### src/rtl/mccoy_pkg.sv
// mccoy_pkg: shared types and constants for the McCoy host driver.
// Pad bit positions, widths and the host FSM state encoding.
package mccoy_pkg;

    typedef enum logic [2:0] {
        IDLE,
        RST,
        HIGH,
        LOW,
        DONE
    } state_e;

    localparam int CORE_CLK_BIT = 0;
    localparam int CORE_RST_BIT = 1;
    localparam int INSTR_LSB    = 2;
    localparam int INSTR_MSB    = 5;
    localparam int NIB_W        = INSTR_MSB - INSTR_LSB + 1;

    localparam int PC_W    = 8;
    localparam int INSTR_W = 6;

endpackage

### src/rtl/mccoy_prog_mem.sv
// mccoy_prog_mem: 256x6 program store, one write port and one
// registered read port. Contents survive host reset.
module mccoy_prog_mem
    import mccoy_pkg::*;
(
    input  logic               clk_i,
    input  logic               we_i,
    input  logic [PC_W-1:0]    waddr_i,
    input  logic [INSTR_W-1:0] wdata_i,
    input  logic               re_i,
    input  logic [PC_W-1:0]    raddr_i,
    output logic [INSTR_W-1:0] rdata_o
);

    logic [INSTR_W-1:0] mem_q [2**PC_W];

    // Write port and registered read port; no reset on the array.
    always_ff @(posedge clk_i) begin
        if (we_i) begin
            mem_q[waddr_i] <= wdata_i;
        end
        if (re_i) begin
            rdata_o <= mem_q[raddr_i];
        end
    end

endmodule

### src/rtl/mccoy_host.sv
// mccoy_host: drives core clock/reset, serves instructions by PC and
// demuxes PC/x8. Optional MCCOY_HOST_TRACE_STALL_EN: trace handshake stalls core.
module mccoy_host
    import mccoy_pkg::*;
#(
    parameter int HALF_PERIOD = 2,
    parameter int RST_CYCLES  = 2,
    parameter int STEP_W      = 16
) (
    input  logic              clk,
    input  logic              reset,
    input  logic              ld_valid,
    output logic              ld_ready,
    input  logic [7:0]        ld_addr,
    input  logic [5:0]        ld_data,
    input  logic              start,
    input  logic [STEP_W-1:0] run_steps,
    output logic              busy,
    output logic              done,
    output logic              halted,
    output logic [7:0]        core_io_in,
    input  logic [7:0]        core_io_out,
    output logic [7:0]        pc_q,
    output logic [7:0]        x8_q,
    output logic              trace_valid,
    input  logic              trace_ready,
    output logic [STEP_W-1:0] step_count
);

    localparam int CW = (HALF_PERIOD > 2) ? $clog2(HALF_PERIOD) : 1;
    localparam int RW = (RST_CYCLES > 2) ? $clog2(RST_CYCLES) : 1;
    localparam logic [CW-1:0] CNT_LAST = CW'(HALF_PERIOD - 1);
    localparam logic [RW-1:0] RCNT_LAST = RW'(RST_CYCLES - 1);
    localparam logic [STEP_W-1:0] STEP_MAX = '1;

    state_e            state_q, state_d;
    logic [CW-1:0]     cnt_q, cnt_d;
    logic [RW-1:0]     rcnt_q, rcnt_d;
    logic              ck_q, ck_d;
    logic              first_q, first_d;
    logic [7:0]        prev_pc_q, prev_pc_d;
    logic [7:0]        pc_d, x8_d;
    logic [NIB_W-1:0]  instr_q, instr_d;
    logic              tv_q, tv_d;
    logic [STEP_W-1:0] step_q, step_d;
    logic [STEP_W-1:0] limit_q, limit_d;
    logic              halted_q, halted_d;
    logic              done_q, done_d;

    logic               phase_end;
    logic               mem_we;
    logic               mem_re;
    logic [INSTR_W-1:0] rdata;
    logic [STEP_W-1:0]  step_inc;
    logic               halt_hit;
    logic               limit_hit;
    logic               step_done;
    logic               unused_ok;

    assign ld_ready = (state_q == IDLE) || (state_q == DONE);
    assign busy = (state_q == RST) || (state_q == HIGH)
               || (state_q == LOW);
    assign done = done_q;
    assign halted = halted_q;
    assign trace_valid = tv_q;
    assign step_count = step_q;
    assign mem_we = ld_valid && ld_ready;
    assign unused_ok = ^{rdata[1:0], trace_ready};

    assign phase_end = (cnt_q == CNT_LAST);
    assign step_inc = (step_q == STEP_MAX) ? step_q : step_q + 1'b1;
    assign halt_hit = !first_q && (pc_q == prev_pc_q);
    assign limit_hit = (limit_q != '0) && (step_inc == limit_q);

    mccoy_prog_mem u_mem (
        .clk_i   (clk),
        .we_i    (mem_we),
        .waddr_i (ld_addr),
        .wdata_i (ld_data),
        .re_i    (mem_re),
        .raddr_i (core_io_out),
        .rdata_o (rdata)
    );

    // Pad outputs decoded from the registered state.
    always_comb begin
        core_io_in = '0;
        core_io_in[CORE_CLK_BIT] = (state_q == HIGH)
                                || ((state_q == RST) && ck_q);
        core_io_in[CORE_RST_BIT] = (state_q == RST);
        if ((state_q == HIGH) || (state_q == LOW)) begin
            core_io_in[INSTR_MSB:INSTR_LSB] = instr_q;
        end
    end

    // Next-state and datapath updates for the run sequencer.
    always_comb begin
        state_d   = state_q;
        cnt_d     = cnt_q;
        rcnt_d    = rcnt_q;
        ck_d      = ck_q;
        first_d   = first_q;
        prev_pc_d = prev_pc_q;
        pc_d      = pc_q;
        x8_d      = x8_q;
        instr_d   = instr_q;
`ifdef MCCOY_HOST_TRACE_STALL_EN
        tv_d      = tv_q;
`else
        tv_d      = 1'b0;
`endif
        step_d    = step_q;
        limit_d   = limit_q;
        halted_d  = halted_q;
        done_d    = done_q;
        mem_re    = 1'b0;
        step_done = 1'b0;

        unique case (state_q)
            IDLE, DONE: begin
                if (start) begin
                    state_d  = RST;
                    cnt_d    = '0;
                    rcnt_d   = '0;
                    ck_d     = 1'b1;
                    first_d  = 1'b1;
                    instr_d  = '0;
                    tv_d     = 1'b0;
                    step_d   = '0;
                    halted_d = 1'b0;
                    done_d   = 1'b0;
                    limit_d  = run_steps;
                end
            end
            RST: begin
                cnt_d = cnt_q + 1'b1;
                if (phase_end) begin
                    cnt_d = '0;
                    ck_d  = ~ck_q;
                    if (!ck_q) begin
                        rcnt_d = rcnt_q + 1'b1;
                        if (rcnt_q == RCNT_LAST) begin
                            state_d = HIGH;
                        end
                    end
                end
            end
            HIGH: begin
                cnt_d = cnt_q + 1'b1;
                if (phase_end) begin
                    cnt_d     = '0;
                    pc_d      = core_io_out;
                    prev_pc_d = pc_q;
                    mem_re    = 1'b1;
                    state_d   = LOW;
                end
            end
            LOW: begin
                cnt_d = cnt_q + 1'b1;
                if (cnt_q == '0) begin
                    instr_d = rdata[INSTR_MSB:INSTR_LSB];
                end
                if (phase_end) begin
`ifdef MCCOY_HOST_TRACE_STALL_EN
                    cnt_d = cnt_q;
                    if (!tv_q) begin
                        x8_d = core_io_out;
                        tv_d = 1'b1;
                    end else if (trace_ready) begin
                        tv_d      = 1'b0;
                        step_done = 1'b1;
                    end
`else
                    x8_d      = core_io_out;
                    tv_d      = 1'b1;
                    step_done = 1'b1;
`endif
                end
                if (step_done) begin
                    cnt_d   = '0;
                    step_d  = step_inc;
                    first_d = 1'b0;
                    if (halt_hit) begin
                        halted_d = 1'b1;
                        done_d   = 1'b1;
                        state_d  = DONE;
                    end else if (limit_hit) begin
                        done_d  = 1'b1;
                        state_d = DONE;
                    end else begin
                        state_d = HIGH;
                    end
                end
            end
            default: begin
                state_d = IDLE;
            end
        endcase
    end

    // State and datapath registers with synchronous active-low reset.
    always_ff @(posedge clk) begin
        if (!reset) begin
            state_q   <= IDLE;
            cnt_q     <= '0;
            rcnt_q    <= '0;
            ck_q      <= 1'b0;
            first_q   <= 1'b0;
            prev_pc_q <= '0;
            pc_q      <= '0;
            x8_q      <= '0;
            instr_q   <= '0;
            tv_q      <= 1'b0;
            step_q    <= '0;
            limit_q   <= '0;
            halted_q  <= 1'b0;
            done_q    <= 1'b0;
        end else begin
            state_q   <= state_d;
            cnt_q     <= cnt_d;
            rcnt_q    <= rcnt_d;
            ck_q      <= ck_d;
            first_q   <= first_d;
            prev_pc_q <= prev_pc_d;
            pc_q      <= pc_d;
            x8_q      <= x8_d;
            instr_q   <= instr_d;
            tv_q      <= tv_d;
            step_q    <= step_d;
            limit_q   <= limit_d;
            halted_q  <= halted_d;
            done_q    <= done_d;
        end
    end

endmodule

### config.mk
export PLATFORM = sky130hd
export DESIGN_NAME = mccoy_host
export DESIGN_NICKNAME = d
export VERILOG_FILES = /design/src/rtl/mccoy_pkg.sv /design/src/rtl/mccoy_prog_mem.sv /design/src/rtl/mccoy_host.sv
export SDC_FILE = /design/constraint.sdc
export NUM_CORES = 1
export LEC_CHECK = 0
export ABC_CLOCK_PERIOD_IN_PS = 3400
export CORE_MARGIN = 4
export CORE_UTILIZATION = 40
export DETAILED_ROUTE_END_ITERATION = 8
export RECOVER_POWER = 25
export SLEW_MARGIN = 20
export SYNTH_ARGS = -nofsm -noshare
export SYNTH_HDL_FRONTEND = slang
export SYNTH_SLANG_ARGS = --single-unit
### constraint.sdc
create_clock -name clk -period 3.4 [get_ports clk]
set_input_delay 0.51 -clock clk [delete_from_list [all_inputs] [get_ports clk]]
set_output_delay 0.51 -clock clk [all_outputs]
set_load 0.1 [all_outputs]
Word-level counts from Yosys, hierarchy flattened
Memory sizes are Yosys's and may differ from the RTL's. A register that Yosys moved wholly into a read port is not among the register bits.
Index checks and enable logic that the tools add are counted.

storage, ports and cells
  register bits = 70
  latch bits = 0
  RAM bits = 1,536
  bits in read-only memories = 0
  memories = 1

memories
  memory       words  width  rd ports  clocked after memory_dff  write ports  RTL line              text
  u_mem.mem_q  256    6      1         1                         1            mccoy_prog_mem.sv:15  logic [INSTR_W-1:0] mem_q [2**PC_W];

operators by class
  add/sub/neg operators = 3
  multipliers = 0
  div/mod/pow operators = 0
  magnitude comparators = 0
  eq/ne operators = 16
  shift operators = 0
  mux-type cells = 41
  bitwise gates (word level) = 1
  reductions and logical operators = 29

operators with widths
  operator                 number
  $mux W16                 3
  $pmux W16 S2             1
  $mux W3                  8
  $mux W1                  18
  $add A16 B1 Y16 const B  1
  $eq A16 B16 Y1           1
  $eq A16 B16 Y1 const B   1
  $reduce_bool A16 Y1      1
  $mux W4                  3
  $pmux W3 S4              1
  $reduce_and A4 Y1        3
  $ne A2 B2 Y1 const B     5
  $pmux W1 S2              5
  $reduce_and A2 Y1        5
  $reduce_and A3 Y1        3
  $eq A8 B8 Y1             1
  $pmux W4 S2              1
  $eq A3 B2 Y1 const B     2
  $ne A2 B1 Y1 const B     3
  $reduce_and A6 Y1        1
  $logic_or A1 B1 Y1       5
  $logic_and A1 B1 Y1      4
  $reduce_bool A2 Y1       2
  $reduce_or A2 Y1         2
  other kinds (9)          10

Logic depth before layout (Yosys ltp)
Gate-level depths: netlist of the first run.

  depth in word-level cells = 8
  depth in mapped cells = 9
  mapped depth without buffers = 8

Hierarchy
A second synthesis of the first run with hierarchy kept.

unflattened totals
  cells, all modules = 3,450
  area, all modules = 63,907.5 µm²

modules (own cells, without submodules)
  module          instances  cells each  area each (µm²)  seq. area each (µm²)
  mccoy_prog_mem  1          2,964       60,133.9         46,304.4
  mccoy_host      1          486         3,773.6          1,401.3

Worst setup path before layout of the first run
OpenSTA, ideal clock, no wires.

  kind = register -> register
  start = reg state_q[0]
  end = mem u_mem.mem_q[112][2], enable pin
  setup time = 0.330 ns
  arrival time = 3.128 ns
  setup slack = -0.058 ns
  cell stages (with the launch flop) = 8
  path buffers = 3
  period minus slack after synthesis = 3.458 ns
  path through = dfxtp_1 > nor2_1 > and2_1 > clkbuf_1 > clkbuf_1 > nand3_1 > clkbuf_1 > nor2_1

between the ends
  cells in the longest elaborated chain, start to end = 5
  elaborated cells on any way between the ends = 6
  those cells by class = eq/ne: 1; mux: 2; reduce/logical: 3

ends and longest elaborated chain
  item                                                     RTL line              text
  from (decl)                                              mccoy_host.sv:36      state_e state_q, state_d;
  from (signal assigned)                                   mccoy_host.sv:219     state_q <= state_d;
  $eq A3 B3 Y1 / $logic_not A3 Y1 (equally long branches)  mccoy_host.sv:60      assign ld_ready = (state_q == IDLE) || (state_q == DONE);
  $logic_or A1 B1 Y1 *                                     mccoy_host.sv:60
  named net ld_ready                                       mccoy_host.sv:13      output logic ld_ready,
  $logic_and A1 B1 Y1 *                                    mccoy_host.sv:67      assign mem_we = ld_valid && ld_ready;
  $mux W1 *                                                mccoy_prog_mem.sv:19  if (we_i) begin
  $mux W1 (not written as such) *                          mccoy_prog_mem.sv:20  mem_q[waddr_i] <= wdata_i;
  to (decl)                                                mccoy_prog_mem.sv:15

The timed path passes the listed nets; every way through them passes the cells marked *.

Worst setup path in the final report of the first run
  start = reg step_q[1], in the netlist step_count[1]
  end = reg state_q[1]

between the ends
  cells in the longest elaborated chain, start to end = 8
  elaborated cells on any way between the ends = 9
  those cells by class = add/sub: 1; eq/ne: 2; mux: 5; reduce/logical: 1

ends and longest elaborated chain
  item                                                      RTL line           text
  from (decl)                                               mccoy_host.sv:45   logic [STEP_W-1:0] step_q, step_d;
  from (signal assigned)                                    mccoy_host.sv:229  step_q <= step_d;
  $add A16 B1 Y16 / $eq A16 B16 Y1 (equally long branches)  mccoy_host.sv:71   assign step_inc = (step_q == STEP_MAX) ? step_q : step_q + 1'b1;
  $mux W16 *                                                mccoy_host.sv:71
  $eq A16 B16 Y1 *                                          mccoy_host.sv:73   assign limit_hit = (limit_q != '0) && (step_inc == limit_q);
  $logic_and A1 B1 Y1 *                                     mccoy_host.sv:73
  $mux W3 *                                                 mccoy_host.sv:187  end else if (limit_hit) begin
  $mux W3 *                                                 mccoy_host.sv:183  if (halt_hit) begin
  $mux W3 *                                                 mccoy_host.sv:179  if (step_done) begin
  $pmux W3 S4 *                                             mccoy_host.sv:119  unique case (state_q)

Mark *: on every way between the ends. The rest lies on a longest branch, timed or not. The select of a mux whose other input is x is not followed.
A chain may end at the register's enable or synchronous reset.

==> results of run 1 <==
-- cells in the mapped netlist (13+ instances only) --
| cell | count | area [um2] |
|---|---|---|
| edfxtp_1 | 1028 | 30900 |
| nor2_1 | 299 | 1120 |
| mux4_2 | 256 | 5770 |
| a22oi_1 | 133 | 998 |
| nand2_1 | 128 | 480 |
| a21oi_1 | 127 | 636 |
| clkbuf_1 | 115 | 432 |
| dfxtp_1 | 70 | 1400 |
| nand3_1 | 37 | 185 |
| buf_2 | 24 | 120 |
| nor4_1 | 23 | 144 |
| nor3_1 | 21 | 105 |
| nand4_1 | 17 | 106 |
| xnor2_1 | 16 | 140 |
| buf_1 | 14 | 52.6 |
| nor2b_1 | 13 | 81.3 |
| o21ai_0 | 13 | 65.1 |
-- layer usage --
layer	track usage, %	part of all wire (%)
met5	0	0.022
met4	5.04	2.3
met3	3.47	7.7
met2	30.2	50
met1	24.2	40
-- worst max-delay path, stage by stage (launching register included) --
cell     delay [ps]
dfxtp_1         530
ha_1            260
nand3_2         210
nor4_4          560
nand2_1         100
a221o_1         360
nor4_1          270
a31oi_1         210
o21a_1          210
-- cell families after synthesis --
family                     count (synthesis)  synth area share (%)
other                                      1               0.00859
adders and majority gates                  1                0.0286
and+or+nand+nor                          586                  5.93
AOI/OAI and AO/OA                        302                  4.40
xor gates and xnor gates                  26                 0.553
muxes                                    261                  13.3
buffers and inverters                    181                  1.86
DFF                                     1098                  73.9
-- through the flow --
stage | cells | worst slack (ps) | area (um2) | TNS, ps
after global routing | 4136 | 385 | 50700 | 0
after global placement | 3934 | -54.1 | 47000 | -149
after floorplan | 2457 | 213 | 43700 | 0
after detailed placement | 3934 | -52.6 | 47000 | -152
final | 4137 | 570 | 50700 | 0
after CTS | 4134 | 548 | 50700 | 0
-- sequential cells by signal (all words and copies together), names as in the netlist --
name	count
instr_q	4
u_mem.rdata_o	4
pc_q	8
state_q	3
x8_q	8
cnt_q	1
ck_q	1
halted	1
prev_pc_q	8
limit_q	16
done	1
step_count	16
trace_valid	1
u_mem.mem_q	1024
first_q	1
rcnt_q	1
-- worst max-delay path by stage --
stage,to,from,depth (start not counted),slack (ps)
CTS,pc_q[6],pc_q[6],1,550
global placement,u_mem.rdata_o[4],core_io_out[2],10,-50
detailed placement,u_mem.rdata_o[2],core_io_out[2],8,-50
global route,state_q[1],step_count[1],9,380
floorplan,state_q[1],step_count[0],9,210
finish,state_q[1],step_count[1],8,570
-- power by group --
part,internal (mW),switching (mW),leakage (nW),total (mW)
Sequential,14.8,0.0258,9.80,14.8
Clock,7.15,5.04,1.77,12.2
Combinational,0.561,0.893,4.12,1.45
Total,22.5,5.96,15.7,28.5
-- placed cells by master (no fill, tap or decap), types with 3 or more instances in the layout --
cell type / Yosys / layout
a211oi_1: 3 / 3
a21oi_1: 127 / 127
a22oi_1: 133 / 133
a311oi_1: 5 / 5
and2_1: 8 / 7
and3_1: 6 / 6
and4_1: 5 / 5
buf_12: 0 / 31
buf_4: 9 / 159
bufinv_16: 0 / 18
clkbuf_1: 115 / 13
clkbuf_16: 0 / 107
clkdlybuf4s50_1: 0 / 50
clkinv_1: 1 / 28
clkinv_2: 0 / 21
clkinv_4: 0 / 3
clkinvlp_4: 0 / 5
dfxtp_1: 70 / 70
edfxtp_1: 1028 / 1028
inv_1: 8 / 8
inv_6: 0 / 5
mux2i_1: 4 / 4
mux4_2: 256 / 256
nand2_1: 128 / 128
nand2b_1: 8 / 8
nand3_1: 37 / 37
nand4_1: 17 / 17
nor2_1: 299 / 297
nor2b_1: 13 / 11
nor3_1: 21 / 21
nor4_1: 23 / 23
o21ai_0: 13 / 13
o22ai_1: 5 / 5
or2_2: 3 / 3
or3_1: 8 / 8
xnor2_1: 16 / 16
xor2_1: 9 / 9
-- layout make-up --
type	instances	area, um2
Fill cell	8849	57000
Tap cell	1403	1760
Sequential cell	1098	32300
Inverter	10	37.5
Multi-Input combinational cell	1178	10600
Antenna cell	2	5.00
Clock buffer	119	2720
Clock inverter	81	895
Timing Repair Buffer	246	2370
==> reports/summary.md, run 1 <==
The cell area power density is 562 mW/mm2. The run gives 15.7 nW as the total leakage power. The number of port buffers was 82; the setup violation total in the final timing report was 0. For this run, the register share of the synthesized area comes to 73.9%.

Among all flip-flop cells after synthesis, the most frequent one is edfxtp_1. Of the cells placed in the final design, the portion with a size suffix greater than 1 is 23.0%. Entering global routing, the biggest net connects 100 pins. The die extent in x is 338 um, and the number of detailed-route iterations in the first pass is 6. The tools report the maximum clock frequency as 0.353 GHz. The portion of the clock cycle consumed by the worst path in the final layout was 83.2%. The root cell of the clock tree was clkbuf_16.

The startpoint identified for the worst hold timing path is run_steps[6]. For the worst slew margin relative to its limit, the log shows -83.8%. H-tree depth reported by CTS: 3.

The number of cells traversed by the worst hold path is 3. The first routing iteration left 2660 violations. Yosys mapped a number of flops with a built-in enable equal to 1028. The cell area that synthesis handed to floorplanning was 0.0437 mm2. Global routing finished with a remaining overflow of 0. The count of final hold-check violations came out at 0. For the first-pass GRT wire length, the log shows 156000 um. The logs give 88 for the number of primary I/O pins and 0 for the setup fix buffers added after clock tree synthesis. Number of DRC violations after detailed routing: 0.

The tools report the setup slack of the worst register-to-register path as 570 ps. Routability-driven placement finished with a final weighted congestion of 0.869. For this run, the post-layout net count is 2684. Measured along the y axis, the die boundary spans 338 um. In this run the critical register-to-register path is captured at state_q[1]. The logs give 4 for the count of max-cap constraint violations and 18.0% for the total routing resource utilization after global routing. The clock latency on the worst-skew pair came out at 700 ps.

In this run the worst path has a maximum fanout of 8. The total power is 28.5 mW. The tools report the endpoint with the worst hold slack as limit_q[6]. The wire length reported by the detailed router was 105000 um. Setup repair after global routing left no endpoint under its margin. After synthesis, the netlist uses 56 different library cells. For the worst setup path, the data arrival time is 3410 ps. The share of flip-flops with an asynchronous set or reset after synthesis was 0%; the clock input transition at the sequential cells of the worst setup and hold paths was 60 ps. The number of hold buffers added after CTS was 0. The number of cells on the worst reg-to-reg path is 8.

The initial antenna violation count came out at 6. The number of buffers created by CTS is 106, and the synthesized area divided by synthesized cell count is 17.8 um2. The logs give 69200 um for the placed wire-length estimate and 3980 ps for the required arrival time at the worst endpoint. STA classifies the critical path endpoint as a flip-flop. The minimum clock period after layout was 2830 ps; the number of standard-cell rows in the floorplan was 120.

Once detail routing completed, the nets flagged for antenna violations numbered 0. The class of the most critical hold timing path was input pin to flip-flop. The run gives 27.6 ps as the setup clock skew after layout.

The largest buffer count on any clock path was 3. For the pin with the worst max-slew slack, the measured transition is 2760 ps. TritonCTS built the clock tree.

On the final layout, the worst hold slack is 386 ps. After detailed routing, the average wire length per cell comes to 25.3 um. After detailed routing, the number of vias per cell comes to 5.64. Post-CTS repair changed the size of 0 cells. The run gives 1098 as the number of clock sinks seen by CTS. The floorplan core area was 0.108 mm2; the worst vdd rail ir drop was 0.458 mV. The critical path is of the flip-flop to flip-flop type. The final route contains 23300 vias. The checks that failed: capacitance limit, slew limit.

The count of yosys warnings during synthesis is 0, and the number of standard cells after synthesis is 2456. The startpoint identified for the worst register-to-register timing path is step_count[1]. The synthesis-to-finish area growth is 16.0%. After synthesis the netlist holds a flip-flop and latch count of 1098.

Category of the worst setup path launch point: a flip-flop. Via count of the first global-routing pass: 23900. For the final count of pins violating max slew, the log shows 299. Once the floorplan was initialized, standard cells occupied 40.6% of the core. The run finished, with violations left. The post-layout utilization of the core is 47.1%, and the die area is 0.115 mm2.
No activity file was read; power rests on OpenSTA's default activity.
==> run 2, diff against run 1 <==
--- a/config.mk
+++ b/config.mk
@@ -5,7 +5,7 @@
 export SDC_FILE = /design/constraint.sdc
 export NUM_CORES = 1
 export LEC_CHECK = 0
-export ABC_CLOCK_PERIOD_IN_PS = 3400
+export ABC_CLOCK_PERIOD_IN_PS = 2500
 export CORE_MARGIN = 4
 export CORE_UTILIZATION = 40
 export DETAILED_ROUTE_END_ITERATION = 8
==> constraint.sdc (replaced) <==
create_clock -name clk -period 2.5 [get_ports clk]
set_input_delay 0.375 -clock clk [delete_from_list [all_inputs] [get_ports clk]]
set_output_delay 0.375 -clock clk [all_outputs]
set_load 0.1 [all_outputs]
==> reports/summary.md, run 2 (synthesis gave the netlist of run 1 again) <==
Relative to the synthesized area, the layout overhead comes to 21.6%. The pin count of the biggest net entering global routing is 89, and the total leakage power is 17.0 nW. The count of max-cap constraint violations was 3; the minimum clock period after layout was 2540 ps. In the layout the commonest cells are 1028 x edfxtp_1, 297 x buf_4, 296 x nor2_1. The placed instances occupy a cell area of 0.0488 mm2. The number of port buffers is 82. STA classifies the critical path endpoint as a flip-flop. The highest net fanout along the worst path came out at 48. The class of the most critical hold timing path is input pin to flip-flop.

The logs give 25100 for the via count of the first global-routing pass and 3 for the largest buffer count on any clock path. Across the routed clock network, the largest skew measured is 20.9 ps. Setup total negative slack on the finished layout was measured at -48.9 ps. The tools report the wire length reported by the detailed router as 108000 um. The die extent in x is 338 um.

The placed wire-length estimate was 71400 um. In this run, the number of DRC markers left after iteration 0 of detailed routing was 2249. The detailed-route vias per instance works out to 5.60. The setup path with the least slack is of type input pin to flip-flop. The setup violation total in the final timing report was 2. At the end of the flow, the number of nets in the layout was 2864. The logs give 117 for the final count of pins violating max slew and 271 ps for the worst hold-check slack. After routing the design area is 0.0531 mm2.

The checks that failed: capacitance limit, slew limit, setup timing. After floorplanning, the core was sized to cover 0.108 mm2. Data arrival time of the critical path: 2950 ps. The first global-routing pass estimated 163000 um of wire.

The category of the worst setup path launch point is an input pin. Count of vias placed by the detailed router: 24200. In the routed design, unresolved DRC markers number 0. The register with the most flip-flops is u_mem.mem_q. The number of primary I/O pins was 88; the final estimated routing congestion in global placement was 0.854. The run finished, with violations left.

For this design, the sink count on the clock tree is 1098. The commonest non-fill, non-tap cell in the layout was edfxtp_1. The total overflow left after global routing is 0. The initial antenna violation count is 0, and the starting density of the core is 40.6%. The worst pin sits at a relative slew slack of -67.0%.

The root cell of the clock tree is clkbuf_16. The H-tree was split into 3 levels. Fraction of layout instances using a drive strength above 1: 31.0%.

The tools report the maximum clock frequency as 0.394 GHz. The tools report the number of detailed-route iterations in the first pass as 6. The later pin in the worst-skew pair is clocked with a latency of 670 ps. The worst-margin pin slew was 2510 ps; the total routing resource utilization after global routing was 18.7%. For the count of final hold-check violations, the log shows 0. After clock tree synthesis, the clock-pin slew on the worst setup and hold paths is 60 ps. 0 antenna diodes ended up in the layout. The wire length per cell after detailed routing works out to 25.1 um. TritonCTS built the clock tree. Counting the buffers created by CTS gives 113. Fill cells in the final layout number 8665. The floorplan step defined a die boundary enclosing 0.115 mm2.

The cell area power density is 739 mW/mm2, and the final antenna-violating net count is 0. The portion of the clock cycle consumed by the worst path in the final layout is 102%. In this run the vertical extent of the chip is 338 um.

Flip-flop count of the largest register, all copies and words added: 1024. Setup repair after global routing could not meet its margin everywhere. For the number of standard-cell rows in the floorplan, the log shows 120. At the worst endpoint, the required time is 2910 ps. The pre-CTS setup slack was -1580 ps. The run gives -38.4 ps as the post-layout worst setup margin. IR analysis of the VDD net gives a maximum drop of 0.562 mV.
run 2: stage by stage:
| step | cells | utilization (%) | total power [mW] |
|---|---|---|---|
| after floorplan | 2457 | - | 21.6 |
| after global placement | 4095 | 45.3 | 22.7 |
| after detailed placement | 4095 | 45.3 | 22.7 |
| after CTS | 4317 | 49.2 | 39.6 |
| after global routing | 4323 | 49.3 | 40.6 |
| final | 4323 | 49.3 | 39.2 |
run 2: layout make-up:
type	instances	area (um2)	share of cell area, %
sequential	1098	32300	60.9
multi-input combinational	1178	11000	20.7
timing repair buffer	419	4240	7.98
clock buffer	130	2890	5.44
tap	1403	1760	3.30
clock inverter	85	856	1.61
inverter	10	37.5	0.0707
run 2: power by group:
group | internal, mW | leakage, nW | switching [mW]
Clock | 9.78 | 1.82 | 7.02
Sequential | 20.1 | 9.82 | 0.0325
Combinational | 0.973 | 5.37 | 1.33
run 2: path summary, 6_finish.rpt:
| kind | from | endpoint | slack [ps] | cells after the start |
|---|---|---|---|---|
| worst max-delay path | core_io_out[4] | u_mem.rdata_o[2] | -40 | 9 |
| worst min-delay path | run_steps[9] | limit_q[9] | 270 | 3 |
| worst max register to register | u_mem.mem_q[95][2] | u_mem.rdata_o[2] | 30 | 7 |
| worst min register to register | x8_q[2] | x8_q[2] | 460 | 2 |
run 2: critical path: stages:
cell	delay, ps
clkdlybuf4s15_1	340
and2_2	420
buf_6	280
a22oi_2	300
a21oi_2	130
nor4_4	450
buf_4	190
nor2_1	50
or3_1	310
run 2: what timing repair did:
| action | CTS | global route |
|---|---|---|
| cloned | 2 | 0 |
| hold buffers | 1 | 0 |
| resized for setup | 62 | 34 |
| pin swaps | 6 | 18 |
| setup buffers | 4 | 7 |
| endpoints found under the hold margin | 8 | 0 |
| setup endpoints to repair | 4 | 7 |
run 2: per-layer routing:
layer / part of all wire, % / up-vias / wire length [um] / track usage (%)
met3: 7.4 / 155 / 8010 / 3.98
li1: - / 10600 / - / -
met1: 40 / 12600 / 43800 / 24.8
met4: 2.5 / 0 / 2760 / 5.53
met2: 50 / 883 / 53800 / 31.4
met5: 0 / - / 0 / 0
==> run 3, diff against run 2 <==
--- a/config.mk
+++ b/config.mk
@@ -8,6 +8,7 @@
 export ABC_CLOCK_PERIOD_IN_PS = 2500
 export CORE_MARGIN = 4
 export CORE_UTILIZATION = 40
+export CTS_CLUSTER_DIAMETER = 100
 export DETAILED_ROUTE_END_ITERATION = 8
 export RECOVER_POWER = 25
 export SLEW_MARGIN = 20
==> results of run 3 <==
Same layout as run 2: the final DEF is identical, and so are final timing and power.
==> edit 1, RTL diff (config.mk and constraints of run 3) <==
Encoding of `state_e`: now one-hot (5 bits for 5 states).
--- a/src/rtl/mccoy_pkg.sv
+++ b/src/rtl/mccoy_pkg.sv
@@ -3,10 +3,10 @@
 package mccoy_pkg;
 
-    typedef enum logic [2:0] {
-        IDLE,
-        RST,
-        HIGH,
-        LOW,
-        DONE
+    typedef enum logic [4:0] {
+        IDLE = 5'b00001,
+        RST  = 5'b00010,
+        HIGH = 5'b00100,
+        LOW  = 5'b01000,
+        DONE = 5'b10000
     } state_e;
 
Check against the original RTL: no difference found for any inputs over 4 cycles, from zero or initial values and one cycle with reset low; so few cycles prove little.
==> edit 1 against run 3 <==
  * The run still ends with max-capacitance violations, max-slew violations, negative setup slack left
  * Wire length decreased by 2.6%
  * Worst setup slack got worse by 0.013 ns
  * Total power down 0.11%
  * Combinational power up 14%
  * Design area increased by 0.15%
  * Sequential cell count up 2
  * Area after synthesis increased by 0.55%
  * Critical path type is now flop to primary output
==> edit 1: results (changes against run 3) <==
Cells and area:
- The fraction of layout instances using a drive strength above 1 is 0.4021 (was 0.3096).
- The number of nets in the layout is 2619 (was 2864).

CTS:
- The post-CTS setup-driven buffer insertion count was 16 (was 4).
- The maximum buffer depth of the clock tree came to 3 (unchanged).
- The post-cts repair resize count is 44 (was 62).

Place:
- The cell area reported after detailed placement is 49190 µm² (was 48780 µm²).
- The half-perimeter wire length after placement is 68920 µm (was 71440 µm).
- The total placed cells including tap cells is 3856 (was 4095).

Drt:
- The total number of vias was 22930 (was 24200).
- The detailed router's first-iteration violation count is 2167 (was 2249).
- The overall routed net length is 105600 µm (was 108400 µm).
- The number of optimization iterations in the first detailed-route pass is 5 (was 6).
- The per-cell via count in the routed design is 5.627 (was 5.598).

Synth:
- The post-synthesis compound-gate area fraction is 0.02630 (was 0.04404).
- The synthesized-area fraction occupied by adder cells is 0.0002850 (was 0.0002865).
- The share of the yosys chip area belonging to registers is 0.7359 (was 0.7390).
- The count of cell types in the netlist is 66 (was 56).
- The xor and xnor fraction of the mapped netlist area is 0.004987 (was 0.005530).
- The portion of netlist area occupied by mux cells is 0.1650 (was 0.1332).
- The post-synthesis area per instance is 19.09 µm² (was 17.78 µm²).
- Top cells by area in the synthesized netlist: sky130_fd_sc_hd__edfxtp_1, sky130_fd_sc_hd__mux4_2, sky130_fd_sc_hd__dfxtp_1 (unchanged).
- Commonest cells post-synth: sky130_fd_sc_hd__edfxtp_1, sky130_fd_sc_hd__mux4_2, sky130_fd_sc_hd__nor2_1 (was sky130_fd_sc_hd__edfxtp_1, sky130_fd_sc_hd__nor2_1, sky130_fd_sc_hd__mux4_2).

Timing:
- The slew at the pin closest to its max-slew limit is 1.567 ns (was 2.505 ns).
- The total negative setup slack is -0.2025 ns (was -0.04894 ns).
- The setup slack of the critical path after layout is -0.05113 ns (was -0.03837 ns).
- The setup-violating endpoint count in the final report came to 7 (was 2).
- The setup clock skew after layout is 0.02484 ns (was 0.02094 ns).
- The number of slew-limit violations in the final report came to 64 (was 117).

Power:
- The net switching power of the design is 8.532 mW (was 8.381 mW).
- The total leakage power is 16.50 nW (was 17.00 nW).

Global route:
- The number of global-route vias before repair was 24080 (was 25130).
- The wire length of the first global-routing pass is 159000 µm (was 162800 µm).
- The largest net degree at the start of global routing is 68 (was 89).
- The global-route usage over all layers is 0.1824 (was 0.1875).

Worst setup path:
- The cell class contributing the biggest share of worst-path delay is simple AND/OR/NAND/NOR gates (unchanged).
- The largest driver fanout on the critical path is 4 (was 48).
- The master of the slowest instance on the critical path is sky130_fd_sc_hd__or3_4 (was sky130_fd_sc_hd__nor4_4).

Outcome:
- Failing checks: max-capacitance violations, max-slew violations, negative setup slack (unchanged).
- Result of the run: complete, but fails checks (unchanged).

Run:
- The number of maximum-capacitance constraint violations is 1 (was 3).
edit 1: path summary, 6_finish.rpt:
path | end | cells past startpoint | slack [ns] | startpoint
hold / removal | state_q[4] | 3 | 0.13 | reset
setup / recovery | core_io_in[2] | 6 | -0.05 | state_q[4]
hold reg to reg | instr_q[0] | 2 | 0.47 | instr_q[0]
setup reg to reg | u_mem.rdata_o[3] | 8 | -0.02 | u_mem.mem_q[87][3]
edit 1: per-layer routing:
metal,GRT usage,part of all wire,up-vias
met5,0,0,-
li1,-,-,9874
met2,0.3107,0.51,731
met4,0.04053,0.016,0
met1,0.2533,0.42,12210
met3,0.02373,0.051,118
edit 1: kinds of logic after synthesis:
| family | after synthesis |
|---|---|
| flops | 1100 |
| other cells | 1 |
| xor+xnor | 25 |
| compound gates | 160 |
| simple gates | 543 |
| buf+inv | 146 |
| mux | 324 |
| fa+ha+maj | 1 |
edit 1: cell type report:
class / count / area [µm²] / share of cell area
inverter: 7 / 37.54 / 0.0007056
clock inverter: 75 / 798.3 / 0.01501
sequential: 1100 / 32360 / 0.6083
clock buffer: 121 / 2751 / 0.05172
timing repair buffer: 303 / 3283 / 0.06172
tap: 1414 / 1769 / 0.03326
multi-input combinational: 1055 / 12200 / 0.2293
edit 1: power groups by stage:
stage                     Sequential (mW)  Combinational, mW  Clock, mW
final                                20.2               2.63       16.3
after global routing                 20.2               2.81       17.5
after CTS                            20.2               2.67       16.6
after detailed placement             20.6               2.61          0
after global placement               20.6               2.58          0
after floorplan                      20.6               1.43          0
edit 1: worst register-to-register path, delay by kind of cell (launching register included):
kind	cells	cell delay [ns]
mux	2	1.07
compound gates	3	0.44
flops	1	0.37
buf+inv	2	0.32
simple gates	1	0.05
==> edit 2, RTL diff (flow settings as in run 3) <==
Without the edit above. Set the parameter `RST_CYCLES` to 1 (it was 2).
--- a/src/rtl/mccoy_host.sv
+++ b/src/rtl/mccoy_host.sv
@@ -5,5 +5,5 @@
 #(
     parameter int HALF_PERIOD = 2,
-    parameter int RST_CYCLES  = 2,
+    parameter int RST_CYCLES  = 1,
     parameter int STEP_W      = 16
 ) (
Function: same outputs for any inputs over 4 cycles, from zero or initial values and one cycle with reset low; that may be too few to reach the edited logic, so the function may still have changed.
==> edit 2 against run 3 <==
  * The flow still finishes with violations (max-capacitance violations, max-slew violations, negative setup slack)
  * Worst setup slack got worse by 0.11 ns
  * Hold slack got worse by 0.085 ns
  * First-iteration DRC count grew 3.2%
  * Critical path type is now flop to flop
  * Cell count down 3.6%
  * Non-clock buffer count is 43 lower
  * Total power grew 1.1%
  * Wire length down 0.31%
  * Maximum frequency shrank 4.3%
  * Design area grew 0.17%
  * Clock skew increased by 0.0063 ns
  * Sequential cell count unchanged
  * Area after synthesis grew 0.75%
==> edit 2: results (changes against run 3) <==
Outcome:
- Result of the run: complete, but fails checks (unchanged).
- Failing checks: max-capacitance violations, max-slew violations, negative setup slack (unchanged).

Place:
- The global placer's final weighted congestion came to 0.8435 (was 0.8544).

Drt:
- The per-cell via count in the routed design is 5.606 (was 5.598).
- The routed metal-1 wire length came to 45460 µm (was 43810 µm).
- The detailed-routed wire length on met2 is 51860 µm (was 53830 µm).

Cells and area:
- The number of signal-net buffers in the layout came to 376 (was 419).
- The cell area after layout is 53210 µm² (was 53120 µm²).
- The layout clock buffer count is 132 (was 130).
- The share of cell area taken by multi-input logic gates is 0.2158 (was 0.2074).
- The fraction of layout instances using a drive strength above 1 was 0.3531 (was 0.3096).
- The number of multi-input logic gates is 1062 (was 1178).

Synth:
- The netlist area before placement is 43990 µm² (was 43670 µm²).
- The share of the yosys chip area belonging to registers is 0.7335 (was 0.7390).
- Commonest cells post-synth: sky130_fd_sc_hd__edfxtp_1, sky130_fd_sc_hd__mux4_2, sky130_fd_sc_hd__nor2_1 (was sky130_fd_sc_hd__edfxtp_1, sky130_fd_sc_hd__nor2_1, sky130_fd_sc_hd__mux4_2).
- The count of mapped cells out of synthesis is 2323 (was 2456).
- The count of cell types in the netlist is 55 (was 56).
- The portion of netlist area occupied by mux cells is 0.1652 (was 0.1332).

Timing:
- The setup-violating endpoint count in the final report was 5 (was 2).
- The setup slack of the critical path after layout is -0.1512 ns (was -0.03837 ns).
- The number of slew-limit violations in the final report was 140 (was 117).

Global route:
- The global-route usage over all layers is 0.1873 (was 0.1875).
- The wire length of the first global-routing pass is 161800 µm (was 162800 µm).
- The met3 track demand over resource in global routing was 0.03621 (was 0.03976).
- The met2 track demand over resource in global routing is 0.2993 (was 0.3142).

Worst setup path:
- The critical path arrival is 3.08 ns (was 2.95 ns).
- The largest driver fanout on the critical path came to 1 (was 48).

CTS:
- The clock latency reported for the late side of the worst-skew pair is 0.70 ns (was 0.67 ns).

Power:
- The total leakage power is 16.89 nW (was 17.00 nW).
- The maximum VDD drop was 0.0005556 V (was 0.0005618 V).
- The internal portion of total power is 31.23 mW (was 30.86 mW).

Run:
- The number of maximum-capacitance constraint violations came to 3 (unchanged).
## edit 2: timing repair
action                     in CTS  in global routing
buffers inserted                6                  1
gates resized for setup        33                  7
setup endpoints to repair       8                  7
pin swaps                      18                  6
## edit 2: final timing paths
kind / startpoint / to / slack [ns] / cells past startpoint
min: reset / state_q[0] / 0.19 / 2
max reg2reg: u_mem.mem_q[134][2] / u_mem.rdata_o[2] / -0.15 / 6
min reg2reg: x8_q[5] / x8_q[5] / 0.47 / 2
max: u_mem.mem_q[134][2] / u_mem.rdata_o[2] / -0.15 / 6
## edit 2: worst max-delay path, stage by stage, from the launching register on
cell and delay (ns):
sky130_fd_sc_hd__edfxtp_1 0.38, sky130_fd_sc_hd__mux4_2 0.52, sky130_fd_sc_hd__mux4_2 0.52, sky130_fd_sc_hd__a22oi_2 0.15, sky130_fd_sc_hd__buf_4 0.16, sky130_fd_sc_hd__a21oi_2 0.10, sky130_fd_sc_hd__or4_1 0.54
